**src/rtl/wshb_arb_pkg.sv**
```systemverilog
// Shared types for the two-master Wishbone round-robin arbiter.
package wshb_arb_pkg;

   typedef enum logic [1:0] {
      IDLE,
      GNT_VGA,
      GNT_STREAM,
      ABORT
   } arb_state_e;

   localparam logic REQ_VGA    = 1'b0;
   localparam logic REQ_STREAM = 1'b1;

endpackage

```
**src/rtl/wshb_if.sv**
```systemverilog
// Classic Wishbone bus bundle; master drives requests, slave drives responses.
interface wshb_if #(
   parameter int unsigned DATA_BYTES = 4,
   parameter int unsigned ADR_W      = 32
);
   logic                    cyc;
   logic                    stb;
   logic                    we;
   logic [ADR_W-1:0]        adr;
   logic [8*DATA_BYTES-1:0] dat_ms;
   logic [8*DATA_BYTES-1:0] dat_sm;
   logic [DATA_BYTES-1:0]   sel;
   logic [2:0]              cti;
   logic [1:0]              bte;
   logic                    ack;
   logic                    err;
   logic                    rty;

   modport master (
      output cyc, stb, we, adr, dat_ms, sel, cti, bte,
      input  dat_sm, ack, err, rty
   );

   modport slave (
      input  cyc, stb, we, adr, dat_ms, sel, cti, bte,
      output dat_sm, ack, err, rty
   );
endinterface

```
**src/rtl/wshb_rr_arbiter.sv**
```systemverilog
// Two-master Wishbone arbiter for the SDRAM port: cycle-long grants, fair alternation
// under contention, watchdog abort of unanswered cycles, and per-master grant counters.
module wshb_rr_arbiter
   import wshb_arb_pkg::*;
#(
   parameter int unsigned TIMEOUT = 1024,
   parameter int unsigned CNT_W   = 16
) (
   input  logic             sys_clk,
   input  logic             sys_rst,
   wshb_if.slave            wshb_ifs_vga,
   wshb_if.slave            wshb_ifs_stream,
   wshb_if.master           wshb_ifm_sdram,
   output logic [CNT_W-1:0] grant_cnt_vga,
   output logic [CNT_W-1:0] grant_cnt_stream,
   output logic             timeout_evt
);

   localparam int unsigned WdW = $clog2(TIMEOUT);
   localparam logic [WdW-1:0] WdMax = WdW'(TIMEOUT - 1);

   arb_state_e       state_q, state_d;
   logic             last_q, last_d;
   logic [WdW-1:0]   wd_q, wd_d;
   logic [CNT_W-1:0] cnt_vga_q, cnt_stream_q;

   logic granted, own_cyc, resp, tmo, enter_vga, enter_stream;

   assign granted      = (state_q == GNT_VGA) || (state_q == GNT_STREAM);
   assign own_cyc      = (state_q == GNT_VGA)    ? wshb_ifs_vga.cyc :
                         (state_q == GNT_STREAM) ? wshb_ifs_stream.cyc : 1'b0;
   assign resp         = wshb_ifm_sdram.ack | wshb_ifm_sdram.err | wshb_ifm_sdram.rty;
   // A response in the final watchdog cycle still rescues the transfer.
   assign tmo          = granted && own_cyc && !resp && (wd_q == WdMax);
   assign enter_vga    = (state_d == GNT_VGA) && (state_q != GNT_VGA);
   assign enter_stream = (state_d == GNT_STREAM) && (state_q != GNT_STREAM);

   always_ff @(posedge sys_clk) begin
      if (sys_rst) begin
         state_q      <= IDLE;
         last_q       <= REQ_STREAM;
         wd_q         <= '0;
         cnt_vga_q    <= '0;
         cnt_stream_q <= '0;
      end else begin
         state_q <= state_d;
         last_q  <= last_d;
         wd_q    <= wd_d;
         if (enter_vga)    cnt_vga_q    <= cnt_vga_q + 1'b1;
         if (enter_stream) cnt_stream_q <= cnt_stream_q + 1'b1;
      end
   end

   always_comb begin
      state_d = state_q;
      last_d  = last_q;
      unique case (state_q)
         IDLE: begin
            if (wshb_ifs_vga.cyc && (!wshb_ifs_stream.cyc || last_q == REQ_STREAM)) begin
               state_d = GNT_VGA;
            end else if (wshb_ifs_stream.cyc) begin
               state_d = GNT_STREAM;
            end
         end
         GNT_VGA: begin
            if (!wshb_ifs_vga.cyc) begin
               last_d  = REQ_VGA;
               state_d = wshb_ifs_stream.cyc ? GNT_STREAM : IDLE;
            end else if (tmo) begin
               last_d  = REQ_VGA;
               state_d = ABORT;
            end
         end
         GNT_STREAM: begin
            if (!wshb_ifs_stream.cyc) begin
               last_d  = REQ_STREAM;
               state_d = wshb_ifs_vga.cyc ? GNT_VGA : IDLE;
            end else if (tmo) begin
               last_d  = REQ_STREAM;
               state_d = ABORT;
            end
         end
         ABORT:   state_d = IDLE;
         default: state_d = IDLE;
      endcase
      // Any state change (entry, release, abort) restarts the watchdog.
      wd_d = (state_d != state_q || resp || !granted) ? '0 : wd_q + 1'b1;
   end

   always_comb begin
      wshb_ifm_sdram.cyc    = 1'b0;
      wshb_ifm_sdram.stb    = 1'b0;
      wshb_ifm_sdram.we     = 1'b0;
      wshb_ifm_sdram.adr    = '0;
      wshb_ifm_sdram.dat_ms = '0;
      wshb_ifm_sdram.sel    = '0;
      wshb_ifm_sdram.cti    = '0;
      wshb_ifm_sdram.bte    = '0;
      wshb_ifs_vga.ack      = 1'b0;
      wshb_ifs_vga.err      = 1'b0;
      wshb_ifs_vga.rty      = 1'b0;
      wshb_ifs_stream.ack   = 1'b0;
      wshb_ifs_stream.err   = 1'b0;
      wshb_ifs_stream.rty   = 1'b0;
      wshb_ifs_vga.dat_sm    = wshb_ifm_sdram.dat_sm;
      wshb_ifs_stream.dat_sm = wshb_ifm_sdram.dat_sm;
      timeout_evt            = tmo;
      unique case (state_q)
         GNT_VGA: begin
            wshb_ifm_sdram.cyc    = wshb_ifs_vga.cyc;
            wshb_ifm_sdram.stb    = wshb_ifs_vga.stb;
            wshb_ifm_sdram.we     = wshb_ifs_vga.we;
            wshb_ifm_sdram.adr    = wshb_ifs_vga.adr;
            wshb_ifm_sdram.dat_ms = wshb_ifs_vga.dat_ms;
            wshb_ifm_sdram.sel    = wshb_ifs_vga.sel;
            wshb_ifm_sdram.cti    = wshb_ifs_vga.cti;
            wshb_ifm_sdram.bte    = wshb_ifs_vga.bte;
            wshb_ifs_vga.ack      = wshb_ifm_sdram.ack;
            wshb_ifs_vga.err      = wshb_ifm_sdram.err | tmo;
            wshb_ifs_vga.rty      = wshb_ifm_sdram.rty;
         end
         GNT_STREAM: begin
            wshb_ifm_sdram.cyc    = wshb_ifs_stream.cyc;
            wshb_ifm_sdram.stb    = wshb_ifs_stream.stb;
            wshb_ifm_sdram.we     = wshb_ifs_stream.we;
            wshb_ifm_sdram.adr    = wshb_ifs_stream.adr;
            wshb_ifm_sdram.dat_ms = wshb_ifs_stream.dat_ms;
            wshb_ifm_sdram.sel    = wshb_ifs_stream.sel;
            wshb_ifm_sdram.cti    = wshb_ifs_stream.cti;
            wshb_ifm_sdram.bte    = wshb_ifs_stream.bte;
            wshb_ifs_stream.ack   = wshb_ifm_sdram.ack;
            wshb_ifs_stream.err   = wshb_ifm_sdram.err | tmo;
            wshb_ifs_stream.rty   = wshb_ifm_sdram.rty;
         end
         default: ;
      endcase
   end

   assign grant_cnt_vga    = cnt_vga_q;
   assign grant_cnt_stream = cnt_stream_q;

endmodule

```
**src/flat_wrapper.sv**
```systemverilog
// flat-port wrapper written by rule: the top's interface ports become plain ports
module wshb_rr_arbiter_flat import wshb_arb_pkg::*;
#(
   parameter int unsigned TIMEOUT = 1024,
   parameter int unsigned CNT_W   = 16
)
  (sys_clk, sys_rst, grant_cnt_vga, grant_cnt_stream, timeout_evt, wshb_ifs_vga_cyc, wshb_ifs_vga_stb, wshb_ifs_vga_we, wshb_ifs_vga_adr, wshb_ifs_vga_dat_ms, wshb_ifs_vga_sel, wshb_ifs_vga_cti, wshb_ifs_vga_bte, wshb_ifs_vga_dat_sm, wshb_ifs_vga_ack, wshb_ifs_vga_err, wshb_ifs_vga_rty, wshb_ifs_stream_cyc, wshb_ifs_stream_stb, wshb_ifs_stream_we, wshb_ifs_stream_adr, wshb_ifs_stream_dat_ms, wshb_ifs_stream_sel, wshb_ifs_stream_cti, wshb_ifs_stream_bte, wshb_ifs_stream_dat_sm, wshb_ifs_stream_ack, wshb_ifs_stream_err, wshb_ifs_stream_rty, wshb_ifm_sdram_cyc, wshb_ifm_sdram_stb, wshb_ifm_sdram_we, wshb_ifm_sdram_adr, wshb_ifm_sdram_dat_ms, wshb_ifm_sdram_sel, wshb_ifm_sdram_cti, wshb_ifm_sdram_bte, wshb_ifm_sdram_dat_sm, wshb_ifm_sdram_ack, wshb_ifm_sdram_err, wshb_ifm_sdram_rty);
  wshb_if #(.DATA_BYTES(4)) wshb_ifs_vga_i ();
  wshb_if #(.DATA_BYTES(4)) wshb_ifs_stream_i ();
  wshb_if #(.DATA_BYTES(4)) wshb_ifm_sdram_i ();
  input  logic sys_clk;
  input  logic sys_rst;
  output logic [CNT_W-1:0] grant_cnt_vga;
  output logic [CNT_W-1:0] grant_cnt_stream;
  output logic timeout_evt;
  input wire logic [$bits(wshb_ifs_vga_i.cyc)-1:0] wshb_ifs_vga_cyc;
  input wire logic [$bits(wshb_ifs_vga_i.stb)-1:0] wshb_ifs_vga_stb;
  input wire logic [$bits(wshb_ifs_vga_i.we)-1:0] wshb_ifs_vga_we;
  input wire logic [$bits(wshb_ifs_vga_i.adr)-1:0] wshb_ifs_vga_adr;
  input wire logic [$bits(wshb_ifs_vga_i.dat_ms)-1:0] wshb_ifs_vga_dat_ms;
  input wire logic [$bits(wshb_ifs_vga_i.sel)-1:0] wshb_ifs_vga_sel;
  input wire logic [$bits(wshb_ifs_vga_i.cti)-1:0] wshb_ifs_vga_cti;
  input wire logic [$bits(wshb_ifs_vga_i.bte)-1:0] wshb_ifs_vga_bte;
  output wire logic [$bits(wshb_ifs_vga_i.dat_sm)-1:0] wshb_ifs_vga_dat_sm;
  output wire logic [$bits(wshb_ifs_vga_i.ack)-1:0] wshb_ifs_vga_ack;
  output wire logic [$bits(wshb_ifs_vga_i.err)-1:0] wshb_ifs_vga_err;
  output wire logic [$bits(wshb_ifs_vga_i.rty)-1:0] wshb_ifs_vga_rty;
  input wire logic [$bits(wshb_ifs_stream_i.cyc)-1:0] wshb_ifs_stream_cyc;
  input wire logic [$bits(wshb_ifs_stream_i.stb)-1:0] wshb_ifs_stream_stb;
  input wire logic [$bits(wshb_ifs_stream_i.we)-1:0] wshb_ifs_stream_we;
  input wire logic [$bits(wshb_ifs_stream_i.adr)-1:0] wshb_ifs_stream_adr;
  input wire logic [$bits(wshb_ifs_stream_i.dat_ms)-1:0] wshb_ifs_stream_dat_ms;
  input wire logic [$bits(wshb_ifs_stream_i.sel)-1:0] wshb_ifs_stream_sel;
  input wire logic [$bits(wshb_ifs_stream_i.cti)-1:0] wshb_ifs_stream_cti;
  input wire logic [$bits(wshb_ifs_stream_i.bte)-1:0] wshb_ifs_stream_bte;
  output wire logic [$bits(wshb_ifs_stream_i.dat_sm)-1:0] wshb_ifs_stream_dat_sm;
  output wire logic [$bits(wshb_ifs_stream_i.ack)-1:0] wshb_ifs_stream_ack;
  output wire logic [$bits(wshb_ifs_stream_i.err)-1:0] wshb_ifs_stream_err;
  output wire logic [$bits(wshb_ifs_stream_i.rty)-1:0] wshb_ifs_stream_rty;
  output wire logic [$bits(wshb_ifm_sdram_i.cyc)-1:0] wshb_ifm_sdram_cyc;
  output wire logic [$bits(wshb_ifm_sdram_i.stb)-1:0] wshb_ifm_sdram_stb;
  output wire logic [$bits(wshb_ifm_sdram_i.we)-1:0] wshb_ifm_sdram_we;
  output wire logic [$bits(wshb_ifm_sdram_i.adr)-1:0] wshb_ifm_sdram_adr;
  output wire logic [$bits(wshb_ifm_sdram_i.dat_ms)-1:0] wshb_ifm_sdram_dat_ms;
  output wire logic [$bits(wshb_ifm_sdram_i.sel)-1:0] wshb_ifm_sdram_sel;
  output wire logic [$bits(wshb_ifm_sdram_i.cti)-1:0] wshb_ifm_sdram_cti;
  output wire logic [$bits(wshb_ifm_sdram_i.bte)-1:0] wshb_ifm_sdram_bte;
  input wire logic [$bits(wshb_ifm_sdram_i.dat_sm)-1:0] wshb_ifm_sdram_dat_sm;
  input wire logic [$bits(wshb_ifm_sdram_i.ack)-1:0] wshb_ifm_sdram_ack;
  input wire logic [$bits(wshb_ifm_sdram_i.err)-1:0] wshb_ifm_sdram_err;
  input wire logic [$bits(wshb_ifm_sdram_i.rty)-1:0] wshb_ifm_sdram_rty;
  assign wshb_ifs_vga_i.cyc = wshb_ifs_vga_cyc;
  assign wshb_ifs_vga_i.stb = wshb_ifs_vga_stb;
  assign wshb_ifs_vga_i.we = wshb_ifs_vga_we;
  assign wshb_ifs_vga_i.adr = wshb_ifs_vga_adr;
  assign wshb_ifs_vga_i.dat_ms = wshb_ifs_vga_dat_ms;
  assign wshb_ifs_vga_i.sel = wshb_ifs_vga_sel;
  assign wshb_ifs_vga_i.cti = wshb_ifs_vga_cti;
  assign wshb_ifs_vga_i.bte = wshb_ifs_vga_bte;
  assign wshb_ifs_vga_dat_sm = wshb_ifs_vga_i.dat_sm;
  assign wshb_ifs_vga_ack = wshb_ifs_vga_i.ack;
  assign wshb_ifs_vga_err = wshb_ifs_vga_i.err;
  assign wshb_ifs_vga_rty = wshb_ifs_vga_i.rty;
  assign wshb_ifs_stream_i.cyc = wshb_ifs_stream_cyc;
  assign wshb_ifs_stream_i.stb = wshb_ifs_stream_stb;
  assign wshb_ifs_stream_i.we = wshb_ifs_stream_we;
  assign wshb_ifs_stream_i.adr = wshb_ifs_stream_adr;
  assign wshb_ifs_stream_i.dat_ms = wshb_ifs_stream_dat_ms;
  assign wshb_ifs_stream_i.sel = wshb_ifs_stream_sel;
  assign wshb_ifs_stream_i.cti = wshb_ifs_stream_cti;
  assign wshb_ifs_stream_i.bte = wshb_ifs_stream_bte;
  assign wshb_ifs_stream_dat_sm = wshb_ifs_stream_i.dat_sm;
  assign wshb_ifs_stream_ack = wshb_ifs_stream_i.ack;
  assign wshb_ifs_stream_err = wshb_ifs_stream_i.err;
  assign wshb_ifs_stream_rty = wshb_ifs_stream_i.rty;
  assign wshb_ifm_sdram_cyc = wshb_ifm_sdram_i.cyc;
  assign wshb_ifm_sdram_stb = wshb_ifm_sdram_i.stb;
  assign wshb_ifm_sdram_we = wshb_ifm_sdram_i.we;
  assign wshb_ifm_sdram_adr = wshb_ifm_sdram_i.adr;
  assign wshb_ifm_sdram_dat_ms = wshb_ifm_sdram_i.dat_ms;
  assign wshb_ifm_sdram_sel = wshb_ifm_sdram_i.sel;
  assign wshb_ifm_sdram_cti = wshb_ifm_sdram_i.cti;
  assign wshb_ifm_sdram_bte = wshb_ifm_sdram_i.bte;
  assign wshb_ifm_sdram_i.dat_sm = wshb_ifm_sdram_dat_sm;
  assign wshb_ifm_sdram_i.ack = wshb_ifm_sdram_ack;
  assign wshb_ifm_sdram_i.err = wshb_ifm_sdram_err;
  assign wshb_ifm_sdram_i.rty = wshb_ifm_sdram_rty;
  wshb_rr_arbiter #(.TIMEOUT(TIMEOUT), .CNT_W(CNT_W)) u_core (.sys_clk(sys_clk), .sys_rst(sys_rst), .wshb_ifs_vga(wshb_ifs_vga_i), .wshb_ifs_stream(wshb_ifs_stream_i), .wshb_ifm_sdram(wshb_ifm_sdram_i), .grant_cnt_vga(grant_cnt_vga), .grant_cnt_stream(grant_cnt_stream), .timeout_evt(timeout_evt));
endmodule
```
**config.mk**
```make
export PLATFORM = sky130hd
export DESIGN_NAME = wshb_rr_arbiter_flat
export DESIGN_NICKNAME = d
export VERILOG_FILES = /design/src/rtl/wshb_arb_pkg.sv /design/src/rtl/wshb_if.sv /design/src/rtl/wshb_rr_arbiter.sv /design/src/flat_wrapper.sv
export SDC_FILE = /design/constraint.sdc
export NUM_CORES = 1
export LEC_CHECK = 0
export CORE_AREA = 2 2 141 143
export DETAILED_ROUTE_END_ITERATION = 10
export DIE_AREA = 0 0 143 145
export HOLD_SLACK_MARGIN = 0.02
export PLACE_DENSITY = 0.59
export RECOVER_POWER = 50
export SYNTH_ARGS = -nofsm -noshare
export SYNTH_HDL_FRONTEND = slang
export SYNTH_SLANG_ARGS = --single-unit
```
**constraint.sdc**
```tcl
create_clock -name sys_clk -period 8.35 [get_ports sys_clk]
set_input_delay 0.835 -clock sys_clk [delete_from_list [all_inputs] [get_ports sys_clk]]
set_output_delay 0.835 -clock sys_clk [all_outputs]
set_load 0.01 [all_outputs]
```
# Word level (Yosys, flattened, before mapping)
# Cells that the tools add are included.
# totals
register_bits,45
input_bits,189
# classes
addsub,3
n_eq_ne,11
mux,29
bitwise_logic,3
n_reduce_logical,17
# op_table
op,n
one-hot mux 32 bit (2 select lines),2
adder 16 x 1 -> 16 bit (second input constant),2
2-to-1 mux 1 bit,13
2-to-1 mux 2 bit,6
adder 10 x 1 -> 10 bit (second input constant),1
equality test 10 bit (second input constant),1
one-hot mux 1 bit (2 select lines),4
one-hot mux 2 bit (4 select lines),1
one-hot mux 4 bit (2 select lines),1
equality test 2 bit (second input constant),3
logical AND 1 bit,6
inequality test 3 x 2 -> 1 bit (second input constant),2
one-hot mux 3 bit (2 select lines),1
equality test 2 x 1 -> 1 bit (second input constant),2
logical OR 1 bit,4
one-hot mux 2 bit (2 select lines),1
logical NOT 1 bit,3
bitwise OR 1 bit,3
AND reduction 3 bit,1
logical NOT 2 bit,1
inequality test 2 x 1 -> 1 bit (second input constant),1
inequality test 2 bit,1
inequality test 2 bit (second input constant),1
nonzero test 2 bit,1
OR reduction 2 bit,1

# Depth between registers and ports, before layout
# depth
word_depth,13
ltp_mapped,10

# Least setup slack after synthesis
# Ideal clock, no wire load.
# synth_path
path_kind,input port to output port
startpoint,in wshb_ifm_sdram_ack
endpoint,out wshb_ifs_stream_err
arrival_time_ps,2177
required_ps,7515
path_slack_ps,5338
stages,4
cell_sequence,or4b_1 > a211o_1 > nor2_1 > o21a_1
# synth_via
elab_chain_cells,7
# synth_lines
element,line_no,rtl
"start, declared",flat_wrapper.sv:49,input wire logic [$bits(wshb_ifm_sdram_i.ack)-1:0] wshb_ifm_sdram_ack;
bitwise OR 1 bit (2 in a row),wshb_rr_arbiter.sv:32,assign resp = wshb_ifm_sdram.ack | wshb_ifm_sdram.err | wshb_ifm_sdram.rty;
logical NOT 1 bit,wshb_rr_arbiter.sv:34,assign tmo = granted && own_cyc && !resp && (wd_q == WdMax);
logical AND 1 bit (2 in a row),wshb_rr_arbiter.sv:34,
via timeout_evt,flat_wrapper.sv:15,output logic timeout_evt;
bitwise OR 1 bit,wshb_rr_arbiter.sv:132,wshb_ifs_stream.err = wshb_ifm_sdram.err | tmo;
2-to-1 mux 1 bit,wshb_rr_arbiter.sv:108,unique case (state_q)
"end, declared",flat_wrapper.sv:38,output wire logic [$bits(wshb_ifs_stream_i.err)-1:0] wshb_ifs_stream_err;
# The timed path passes the listed nets, and every way through them passes these cells.

# Worst setup path in the final report
# layout_path
startpoint,reg u_core.state_q[1]
endpoint,out wshb_ifs_vga_err
# layout_via
elab_chain_cells,8
elab_cells_between_ends,10
cone_classes,2 x eq/ne; 3 x mux; 1 x bitwise; 4 x reduce/logical
# layout_lines
element,line_no,rtl
"start, declared",wshb_rr_arbiter.sv:22,"arb_state_e state_q, state_d;"
"start signal, assigned",wshb_rr_arbiter.sv:46,state_q <= state_d;
equality test 2 bit,"wshb_rr_arbiter.sv:29, wshb_rr_arbiter.sv:31",
2-to-1 mux 1 bit,wshb_rr_arbiter.sv:31,(state_q == GNT_STREAM) ? wshb_ifs_stream.cyc : 1'b0;
2-to-1 mux 1 bit,wshb_rr_arbiter.sv:30,assign own_cyc = (state_q == GNT_VGA) ? wshb_ifs_vga.cyc :
logical AND 1 bit (3 in a row),wshb_rr_arbiter.sv:34,
bitwise OR 1 bit,wshb_rr_arbiter.sv:119,wshb_ifs_vga.err = wshb_ifm_sdram.err | tmo;
2-to-1 mux 1 bit *,wshb_rr_arbiter.sv:108,
"end, declared",flat_wrapper.sv:26,output wire logic [$bits(wshb_ifs_vga_i.err)-1:0] wshb_ifs_vga_err;
# Every way passes the cells marked *; elsewhere a longest branch is shown, timed or not.

==> impl_summary.md <==
Timing
Headroom to the max-slew limit came out at -1.457. The timing-limited maximum frequency is 164.0 MHz. Adding up every negative setup slack in the final design gives 0 ns.

Setup repair after global routing left no endpoint under its margin. For the pin with the worst max-slew slack, the measured transition is 3.686 ns. The final number of max-transition violations is 214. The count of endpoints failing hold in the final timing report is 0. Setup violations remaining at the end of the flow were counted as 0. The final period utilization is 0.7304. The final setup skew is 0.01055 ns.

The smallest clock period supported by the final layout is computed as 6.099 ns.

Clock network
The number of hold buffers added after CTS was 0. The CTS tree is yes. Clock-pin slew was measured on the worst setup and hold paths at 0.06 ns. The count of instances resized after the clock tree is built is 0. The count of buffers added by post-CTS timing repair for setup is 0. The clock passes through at most 2 buffers.

The tree is rooted in a sky130_fd_sc_hd__clkbuf_16. The number of H-tree branching levels is 2. The clock sink count is 45. The clock latency at the later pin of the worst-skew pair is 0.29 ns. Buffers inserted during clock tree synthesis total 5.

Logic synthesis
The predominant post-synthesis flop cell is sky130_fd_sc_hd__dfxtp_1. The cell area that synthesis handed to floorplanning was 3974 um2. After synthesis, the netlist uses 42 different library cells.

The post-synthesis area per instance is 7.627 um2. The number of nets in the synthesized netlist is 717. The flip-flop and latch count after synthesis is 45.

Counting flops with an async set or reset pin after synthesis yields a share of 0. The part of the Yosys area used for sequential elements is 0.2267. The number of flops mapped to enable cells by yosys is 0. After technology mapping, the gate count stands at 521. During synthesis, Yosys emitted a total of 0 warnings.

Setup path
The worst setup path is of the reg -> out kind. For the worst flop-to-flop path, the logic depth is 8. Across all register-to-register paths, the minimum setup slack is 2.62 ns. The required time of the critical path is 7.52 ns.

In this run the critical register-to-register path is launched from u_core.state_q[1]. The capture point of the worst path is wshb_ifs_vga_err. The start point of the critical path is u_core.state_q[1].

Along the worst path, the maximum fanout reaches 82. The arrival time at the worst endpoint is 5.26 ns. The capturing element type of the critical path is an output pin. The kind of launch point of the worst setup path is a flip-flop.

The endpoint identified for the worst register-to-register timing path is u_core.grant_cnt_vga[6].

Floorplan
For this configuration, the core starts out at a cell density of 0.2069. In this run the horizontal extent of the chip is 143 um. The total I/O pin count is 368. The die covers 20740 um2. The core area is 19210 um2. The die is 145 um tall. The initialized floorplan defines 51 standard-cell rows.

Final layout
Leaving out fill and tap cells, the most frequent cell in the layout is sky130_fd_sc_hd__clkdlybuf4s50_1. In the final design database the tool counted 896 nets. The final design utilization is 0.3428. The footprint of the flip-flops and latches is 900.9 um2. The number of inserted filler cells in the final layout is 2000. The top cell types in the final layout, fill and taps aside, are 236 x sky130_fd_sc_hd__clkdlybuf4s50_1, 80 x sky130_fd_sc_hd__nor2b_1, 77 x sky130_fd_sc_hd__a22oi_1.

The multi-input combinational cells in the finished layout cover a total of 2416 um2. The synthesis-to-finish area growth is 65.68%. In the final layout, the share of cells above drive strength 1 is 0.02425.

Drt
After detailed routing, the average wire length per cell comes to 18.22 um. The routed layout has 4459 vias. The DRC violation count after routing is 0. The routed design has 17.67 mm of wire. The detailed router finished its first iteration with 220 violations. The number of vias per cell after detailed routing is 4.597. The pre-antenna-repair detailed-routing pass consisted of 4 iterations. Once detail routing completed, the nets flagged for antenna violations numbered 0.

Place
At the end of routability-driven placement, the weighted congestion stood at 0.8146. The half-perimeter wire length after placement is 13.79 mm. The count of buffers inserted at the top-level ports is 271.

Global route
Across every metal layer, demand over resource in global routing totals 0.1624. The first-pass GRT wire length is 26.05 mm. The number of antenna violations at the first check in global routing is 3.

Global routing finished with a remaining overflow of 0. Entering global routing, the biggest net connects 83 pins. The number of global-route vias before repair is 4324.

Min path
The hold path startpoint is u_core.wd_q[0]. The min-delay analysis places its worst path in the category reg -> reg.

Power
For this design the ratio of total power to cell area is 237.9 nW/um2. Summed over all cells, the static leakage comes to 2.176 nW. Across the VDD grid, the largest voltage drop is 0.1174 mV.

Flow run
The count of maximum capacitance violations is 3.

Run status
The checks that failed: capacitance limit, slew limit. The run finished, with violations left.
Yosys cell counts, drive strengths merged, types with 2 or more instances:
| master | instances | share of area |
|---|---|---|
| o21ai | 13 | 0.019 |
| o31ai | 18 | 0.034 |
| a21oi | 30 | 0.038 |
| nor3 | 2 | 0.0025 |
| nand4 | 3 | 0.0047 |
| xor2 | 9 | 0.020 |
| nor2 | 25 | 0.024 |
| xnor2 | 3 | 0.0066 |
| clkbuf | 33 | 0.031 |
| mux2 | 2 | 0.0057 |
| nor2b | 80 | 0.13 |
| dfxtp | 45 | 0.23 |
| o21a | 3 | 0.0057 |
| o211ai | 3 | 0.0057 |
| or4 | 18 | 0.034 |
| and2 | 5 | 0.0079 |
| and3 | 13 | 0.020 |
| nand2 | 11 | 0.010 |
| buf | 71 | 0.13 |
| inv | 5 | 0.0047 |
| nand3 | 21 | 0.026 |
| a22oi | 77 | 0.15 |
| mux2i | 2 | 0.0050 |
| nand2b | 3 | 0.0047 |
| ha | 7 | 0.022 |
| or3 | 7 | 0.011 |
power by group:
part / internal [mW] / switching (mW)
Combinational: 0.539 / 0.551
Sequential: 0.228 / 0.0175
Clock: 0.142 / 0.0879
metal layers:
layer  vias up  GRT usage  share of wire
met1      2084     0.2209           0.47
met2       178     0.2428           0.44
met3         8    0.06766          0.091
li1       2189          -              -
met5         -          0              0
met4         0    0.02673         0.0045
worst max-delay path, stage by stage, from the launching register on:
cell and delay [ns]:
sky130_fd_sc_hd__dfxtp_1 0.44, sky130_fd_sc_hd__ha_1 0.23, sky130_fd_sc_hd__clkbuf_1 2.58, sky130_fd_sc_hd__nand3b_1 0.20
sky130_fd_sc_hd__a211o_1 0.48, sky130_fd_sc_hd__nor2_1 0.30, sky130_fd_sc_hd__o21a_1 0.18, sky130_fd_sc_hd__clkdlybuf4s50_1 0.54
registers in the layout, indices dropped and copies added (netlist names):
| signal | count |
|---|---|
| u_core.grant_cnt_vga | 16 |
| u_core.wd_q | 10 |
| u_core.grant_cnt_stream | 16 |
| u_core.last_q | 1 |
| u_core.state_q | 2 |
worst min-delay path by stage:
stage                           endpoint  slack (ns)  depth (start not counted)
after floorplan           u_core.wd_q[0]        0.42                          1
after global placement    u_core.wd_q[0]        0.43                          1
after detailed placement  u_core.wd_q[0]        0.44                          1
after CTS                 u_core.wd_q[0]        0.46                          1
after global routing      u_core.wd_q[0]        0.48                          1
final                     u_core.wd_q[0]        0.45                          1
per-stage QoR:
step                power, mW  setup slack, ns  instances  hold WS (ns)  cell area, um2
floorplan              0.9212            5.338        521        0.4175            3974
global placement        1.340            4.107        958        0.4341            6432
detailed placement      1.336            4.103        958        0.4410            6432
CTS                     1.579            3.778        966        0.4565            6600
global route            1.676            1.853        967        0.4751            6576
finish                  1.566            2.251        970        0.4499            6584
area by class of cell:
cell class                 count  area share
timing repair buffer         276      0.4160
multi-input combinational    367      0.3670
sequential                    45      0.1368
tap                          265     0.05036
clock buffer                   6     0.01957
clock inverter                 2    0.005891
inverter                       5    0.002851
antenna                        4    0.001520
cell families after synthesis:
logic type / after synthesis / share of synthesized area
AO/OA/AOI/OAI: 150 / 0.2623
XOR/XNOR: 12 / 0.02645
adder cells (fa/ha/maj): 7 / 0.02204
buffers and inverters: 109 / 0.1659
flip-flops: 45 / 0.2267
multiplexers: 4 / 0.01071
AND/OR/NAND/NOR: 194 / 0.2859
Note: power is estimated with default switching activity, not from simulation.
